[src/rtl/matmul_sequencer.sv]
// matmul_sequencer: row/col/k loop sequencer for R = A*B + C on an N x N MAC matrix unit,
// producing ROM/RAM addresses, MAC strobes, start/busy/done handshake and a busy-cycle counter.
module matmul_sequencer #(
    parameter int DIM_WIDTH  = 3,
    parameter int ADDR_WIDTH = 7,
    parameter int PIPE_LAT   = 2
) (
    input  logic                  clock,
    input  logic                  reset,
    input  logic                  start,
    input  logic [DIM_WIDTH-1:0]  dim_m1,
    input  logic                  hold,
    output logic                  busy,
    output logic                  done,
    output logic [ADDR_WIDTH-1:0] a_addr,
    output logic [ADDR_WIDTH-1:0] b_addr,
    output logic [ADDR_WIDTH-1:0] c_addr,
    output logic [ADDR_WIDTH-1:0] r_addr,
    output logic                  mac_mult,
    output logic                  mac_add_c,
    output logic                  mac_clear,
    output logic                  r_we,
    output logic [23:0]           cycle_count
);
    localparam int LW = PIPE_LAT > 1 ? $clog2(PIPE_LAT) : 1;

    typedef enum logic [2:0] {IDLE, MULT, DRAIN, ADDC, WRITE, CLEAR, DONE} state_t;

    state_t state, nxt;
    logic [DIM_WIDTH-1:0] row, col, k, n_m1;
    logic [LW-1:0] drain;
    logic [ADDR_WIDTH-1:0] n, rw, cl, kk;
    logic last_k, last_drain, last_elem, stall;

    assign busy       = state != IDLE;
    assign stall      = busy && hold;
    assign last_k     = k == n_m1;
    assign last_drain = drain == LW'(PIPE_LAT - 1);
    assign last_elem  = row == n_m1 && col == n_m1;

    assign mac_mult  = state == MULT && !hold;
    assign mac_add_c = state == ADDC && !hold;
    assign r_we      = state == WRITE && !hold;
    assign mac_clear = state == CLEAR && !hold;
    assign done      = state == DONE && !hold;

    // Counters are zero whenever the sequencer is idle, so addresses read 0 there.
    assign n  = ADDR_WIDTH'(n_m1) + 1'b1;
    assign rw = ADDR_WIDTH'(row);
    assign cl = ADDR_WIDTH'(col);
    assign kk = ADDR_WIDTH'(k);
    assign a_addr = rw * n + kk;
    assign b_addr = kk * n + cl;
    assign c_addr = rw * n + cl;
    assign r_addr = rw * n + cl;

    always_ff @(posedge clock)
        state <= reset ? IDLE : nxt;

    always_comb begin
        nxt = state;
        if (!stall)
            case (state)
                IDLE:    nxt = start ? MULT : IDLE;
                MULT:    nxt = last_k ? (PIPE_LAT == 0 ? ADDC : DRAIN) : MULT;
                DRAIN:   nxt = last_drain ? ADDC : DRAIN;
                ADDC:    nxt = WRITE;
                WRITE:   nxt = last_elem ? DONE : CLEAR;
                CLEAR:   nxt = MULT;
                DONE:    nxt = IDLE;
                default: nxt = IDLE;
            endcase
    end

    always_ff @(posedge clock) begin
        if (reset) begin
            row         <= '0;
            col         <= '0;
            k           <= '0;
            n_m1        <= '0;
            drain       <= '0;
            cycle_count <= '0;
        end else if (state == IDLE) begin
            if (start) begin
                n_m1        <= dim_m1;
                row         <= '0;
                col         <= '0;
                k           <= '0;
                drain       <= '0;
                cycle_count <= '0;
            end
        end else begin
            if (cycle_count != '1)
                cycle_count <= cycle_count + 24'd1;
            if (!hold)
                case (state)
                    MULT:  k <= last_k ? '0 : k + 1'b1;
                    DRAIN: drain <= last_drain ? '0 : drain + 1'b1;
                    CLEAR: begin
                        col <= col == n_m1 ? '0 : col + 1'b1;
                        if (col == n_m1)
                            row <= row + 1'b1;
                    end
                    DONE: begin
                        row <= '0;
                        col <= '0;
                    end
                    default: ;
                endcase
        end
    end
endmodule
[config.mk]
export PLATFORM = sky130hd
export DESIGN_NAME = matmul_sequencer
export DESIGN_NICKNAME = d
export VERILOG_FILES = /design/src/rtl/matmul_sequencer.sv
export SDC_FILE = /design/constraint.sdc
export NUM_CORES = 1
export LEC_CHECK = 0
export CAP_MARGIN = 20
export CELL_PAD_IN_SITES_DETAIL_PLACEMENT = 0
export CELL_PAD_IN_SITES_GLOBAL_PLACEMENT = 1
export CORE_ASPECT_RATIO = 0.8
export CORE_UTILIZATION = 39
export DETAILED_ROUTE_END_ITERATION = 12
export GPL_TIMING_DRIVEN = 0
export PLACE_DENSITY_LB_ADDON = 0.1
export SLEW_MARGIN = 10
export SYNTH_ARGS = -nofsm -noshare
export SYNTH_HDL_FRONTEND = slang
export SYNTH_SLANG_ARGS = --single-unit
[constraint.sdc]
create_clock -name clock -period 4.5 [get_ports clock]
set_input_delay 0.675 -clock clock [delete_from_list [all_inputs] [get_ports clock]]
set_output_delay 0.675 -clock clock [all_outputs]
set_load 0.01 [all_outputs]
* Word level (Yosys, flattened, before mapping)
Index checks and enable logic that the tools add are counted. Widths: inputs -> output; s select.
Cells by class: add/sub/neg operators 9, $mul 2, eq/ne operators 13, mux-type cells 26, reductions and logical operators 20
Operator list (count):
- $mux 24 | 3
- $mux 3 | 11
- $add 24x1->24 const B | 1
- $ne 24x24->1 const B | 1
- $add 7x3->7 | 3
- $pmux 3 s6 | 1
- $mul 3x4->7 | 2
- $pmux 3 s2 | 2
- $add 3x1->3 const B | 3
- $eq 3x3->1 | 3
- $eq 3x3->1 const B | 3
- $reduce_and 3->1 | 3
- $logic_and 1x1->1 | 7
- $mux 1 | 7
- $eq 3x2->1 const B | 2
- $reduce_bool 2->1 | 3
- $reduce_bool 3->1 | 2
- $add 3x1->4 const B | 1
- $mux 2 | 2
- $reduce_and 2->1 | 2
- $reduce_and 4->1 | 1
- $eq 3x1->1 const B | 1
- $logic_not 3->1 | 1
- $ne 3x1->1 const B | 1
- other kinds (4) | 4
Storage, ports and cells: register bits after elaboration 40, bits of input ports 7, output and inout bits 58, word-level logic and storage cells 77

* Depth between registers and ports, before layout
depth after elaboration 5, gate-level depth with buffers 12, gate-level depth less buffers 12

* Worst setup path before layout
OpenSTA, ideal clock, no wires.
path type reg-to-output, start point register n_m1[1], end point output port r_addr[5], data arrival time 3090 ps, required time 3825 ps, slack 735 ps, cell stages (with the launch flop) 13, buffers on the path 1, cell sequence dfxtp_1 -> ha_1 -> xor2_1 -> nand2_1 -> fa_1 -> inv_1 -> ha_1 -> fa_1 -> xor2_1 -> nand2_1 -> nor2_1 -> xor2_1 -> buf_4
On the way: word-level cells in the longest chain between the ends 3
Ends and longest elaborated chain:
- start: declaration | line 30 | logic [DIM_WIDTH-1:0] row, col, k, n_m1;
- start signal: assignment | line 85 | n_m1 <= dim_m1;
- $add 3x1->4 | line 48 | assign n = ADDR_WIDTH'(n_m1) + 1'b1;
- $mul 3x4->7
- $add 7x3->7
- end: declaration | line 18 | output logic [ADDR_WIDTH-1:0] r_addr,
No other way between the ends.

* Worst setup path after layout
start point register n_m1[0], end point output port r_addr[5]
On the way: word-level cells in the longest chain between the ends 3
Ends and longest elaborated chain:
- $add 3x1->4 | line 48
- $mul 3x4->7 | line 55 | assign r_addr = rw * n + cl;
- $add 7x3->7 | line 55
No other way between the ends.

==> results by stage <==
Drt:
- For this run, design rule violations remaining after detail routing come to 0.
- The detail-routed via count per cell is about 5.4.
- Once detail routing completed, the nets flagged for antenna violations numbered 0.
- The via count is 3,115.
- The first TritonRoute pass finished after 4 iterations.
- In this run, the number of DRC markers left after iteration 0 of detailed routing was approximately 120.
- The average wire per standard cell is ~15 microns.
- The overall routed net length is 8.67 mm.

Synthesis:
- For this run, the register share of the synthesized area comes to 0.239.
- The most used flip-flop cell after synthesis is dfxtp_1.
- The synthesized netlist cell count is 394.
- The netlist area before placement is 3350 sq um.
- When the netlist entered floorplanning its net count stood at 441.
- The cell type with the largest total area after synthesis is dfxtp_1.
- The fraction of registers with async set or reset after synthesis is 0.
- The synthesized design contains 0 enable-type register cells.
- The per-instance average area after synthesis is 8.51 sq um.
- The number of synthesized register bits is 40.
- The share of synthesized area in the top cell type comes to 0.239.
- The number of different library cells in the post-synthesis netlist is 65.
- The number of warnings printed during yosys synthesis is 0.
- In the post-synthesis netlist, the biggest area contributors are dfxtp_1 24%, ha_1 12%, fa_1 5.4%.

Cells and area:
- The count of non-filler cells in the finished layout is approximately 580.
- The antenna diode count is 0.
- In the final layout, the share of cells above drive strength 1 is 0.135.
- The area added between synthesis and finish is 30.3%.
- The net count of the finished layout is 520.
- The total non-filler cell area in the finished layout is 4370 sq um.

Die:
- The number of core rows is 29.
- The die covers approximately 9000 sq um.
- Measured along the x axis, the die boundary spans around 110 microns.
- The initial core utilization is 0.413.
- The height of the chip is about 85 microns.
- The core region is between 8000 and 9000 sq um.
- Pin placement for this block handled 65 I/O pins.

Pwr:
- Internal power comes to 0.619 mW.
- The share of total power dissipated in the clock network is 0.329.
- The share of total power dissipated in sequential elements is 0.422.
- The total net switching power is 0.272 mW.
- The static leakage is about 1.9 nW.
- Of the total power, combinational logic draws 0.249.
- Power spread over the standard cell area amounts to 204 nW/um^2.
- Of the total power, the share spent switching nets is 0.305.
- Across the VDD grid, the largest voltage drop is 131 uV.

Setup path:
- The highest net fanout along the worst path is 6.
- The worst setup path is launched from a flip-flop.
- The combined buffer and inverter count along the critical path is 4.
- The capturing element type of the critical path is an output pin.
- On the worst path, the slowest cell contributes a delay of 0.62 ns.
- The worst setup path is of the flip-flop to output pin kind.
- The required time of the worst setup path is roughly 3.8 ns.
- Data on the critical path arrives at its endpoint at 3.64 ns.
- The critical path goes through ha_4, xor2_4, buf_4, nand2_1, fa_1, inv_1, ha_1, fa_2, nand2_1, nor2_1, xor2_1, buf_4, clkdlybuf4s50_1.
- The slowest stage of the critical path belongs to the cell fa_2.
- The top cell family by delay on the critical path is adder cells.

Clock tree:
- The count of H-tree levels built during CTS is 2.
- The root buffer selected by CTS is clkbuf_8.
- Clock-pin slew was measured on the worst setup and hold paths at 0.08 ns.
- The total clock sinks is 40.
- The CTS tree is built.
- The clock tree buffer depth is 2.
- The total CTS buffers is 5.
- The worst-skew pair later-pin latency is 0.29 ns.

Timing:
- At the pin with the least slew margin, the transition time is 0.664 ns.
- For this run, the top clock speed supported by timing is 232 MHz.
- The max-slew violation total from the final report was 0.
- The number of failing setup endpoints in the final timing report is 0.
- In this run the tightest slew margin relative to its limit is 0.556.
- Clock skew on the completed layout was measured at 0.00771 ns.
- The total count of hold-check failures in the final report is 0.
- Of the available clock period, the critical path in the final layout requires 0.959.
- Setup repair after global routing left no endpoint under its margin.
- The post-route minimum period is about 4.3 ns.

Worst hold path:
- The worst hold-check path type is flip-flop to flip-flop.

Place:
- Routability-driven placement finished with a final weighted congestion of 0.863.
- The half-perimeter wire length after detailed placement is 6.79 mm.
- After detailed placement, the total cell area comes to 4120 sq um.
- The placed instance count is 565.
- The count of buffers inserted at the top-level ports is 63.

GRT:
- The total overflow left after global routing is 0.
- The pin count of the biggest net entering global routing is 13.
- The via count of the first global-routing pass is 2,914.
- The global router's overall resource usage is 0.204.
- The initial antenna violation count is 0.
- The global-route wire length before repair is about 15 mm.

Flow run:
- The max-capacitance violation count is 0.

Run status:
- The run finished with clean final reports.
[stage by stage]
step	hold slack, ns	worst slack, ns	util	total power [mW]	setup TNS, ns
after global placement	0.497	-0.105	0.507	0.591	-0.229
after detailed placement	0.509	-0.174	0.507	0.593	-0.445
after global routing	0.547	0.0191	0.538	0.941	0
after CTS	0.526	0.0438	0.530	0.894	0
after floorplan	0.497	0.735	-	0.519	0
final	0.522	0.183	0.538	0.891	0
[power groups by stage]
stage                     logic, mW  clock network [mW]  registers, mW
after floorplan               0.136                   0          0.383
after global placement        0.206                   0          0.385
after detailed placement      0.207                   0          0.385
after CTS                     0.215               0.301          0.378
after global routing          0.246               0.316          0.378
final                         0.222               0.293          0.376
[routing by layer]
metal | wire length, microns | GRT usage | part of all wire
met1 | 4850 | 0.335 | 0.56
met2 | 3420 | 0.274 | 0.39
met3 | 355 | 0.0292 | 0.041
met4 | 48 | 0.0417 | 0.0055
met5 | 0 | 0 | 0
[Yosys cell counts (all sizes together) (3+ instances only)]
master,n
a21o,8
a21oi,25
a311oi,3
a31oi,5
and2,14
and3,4
and4,4
buf,12
clkbuf,8
dfxtp,40
fa,9
ha,31
inv,18
nand2,45
nand3,19
nand4,9
nor2,25
nor2b,7
nor3,10
nor4,7
nor4b,3
o211ai,5
o21ai,8
o22ai,3
o31ai,5
or3,5
or4,6
xnor2,20
xor2,11
[worst reg2reg max path, cell delays in order (launching register included)]
cell and delay, ns:
dfxtp_1 0.42, ha_1 0.24, nand3_1 0.31, nor4_2 0.44, a21oi_1 0.26, nand3b_1 0.24, a21oi_1 0.15
[path summary, 6_finish.rpt]
check	startpoint	end	slack, ns	cells after the start
max reg2reg	cycle_count[0]$_SDFFE_PP0P_	cycle_count[1]$_SDFFE_PP0P_	2.36	6
min	cycle_count[23]$_SDFFE_PP0P_	cycle_count[23]$_SDFFE_PP0P_	0.52	2
max	n_m1[0]$_SDFFE_PP0P_	r_addr[5]	0.18	13
min reg2reg	cycle_count[23]$_SDFFE_PP0P_	cycle_count[23]$_SDFFE_PP0P_	0.52	2
[layout make-up]
cell class	instances	area, sq um
Fill cell	799	3760
Multi-Input combinational cell	316	2440
Sequential cell	40	808
Timing Repair Buffer	72	703
Tap cell	108	135
Buffer	20	110
Clock buffer	6	72.6
Inverter	18	67.6
Clock inverter	2	35.0
[cells by family after synthesis]
logic type / count (synthesis) / synth area share
DFF: 40 / 0.239
and+or+nand+nor: 166 / 0.289
buffers and inverters: 38 / 0.0522
adders and majority gates: 40 / 0.169
AOI/OAI and AO/OA: 76 / 0.160
xor gates and xnor gates: 31 / 0.0809
muxes: 3 / 0.00932
[timing repair]
| item | CTS | global route |
|---|---|---|
| buffers inserted | 3 | 6 |
| gates resized for setup | 11 | 8 |
| pin swaps | 1 | 4 |
| setup endpoints to repair | 13 | 6 |
| hold buffers | 0 | 0 |
[cell usage in the layout, fill, tap and decap left out, types with 4 or more instances in the layout]
cell type and count:
clkdlybuf4s50_1 61, nand2_1 45, dfxtp_1 38, ha_1 30, nor2_1 25, a21oi_1 22, xnor2_1 19, nand3_1 17
inv_1 16, buf_4 16, and2_1 13, xor2_1 9, clkbuf_1 9, a21o_1 8, fa_1 8, nor2b_1 7
nand4_1 7, nor3_1 7, o21ai_0 5, or4_1 5, o31ai_1 5, o211ai_1 5, or3_1 5, clkbuf_8 5
buf_2 4, and4_1 4, a31oi_1 4
[flip-flops by register name, indices dropped and copies added, names as in the netlist]
register,flops
cycle_count,24
state,3
drain,1
col,3
n_m1,3
row,3
k,3
Note: power is estimated with default switching activity, not from simulation.
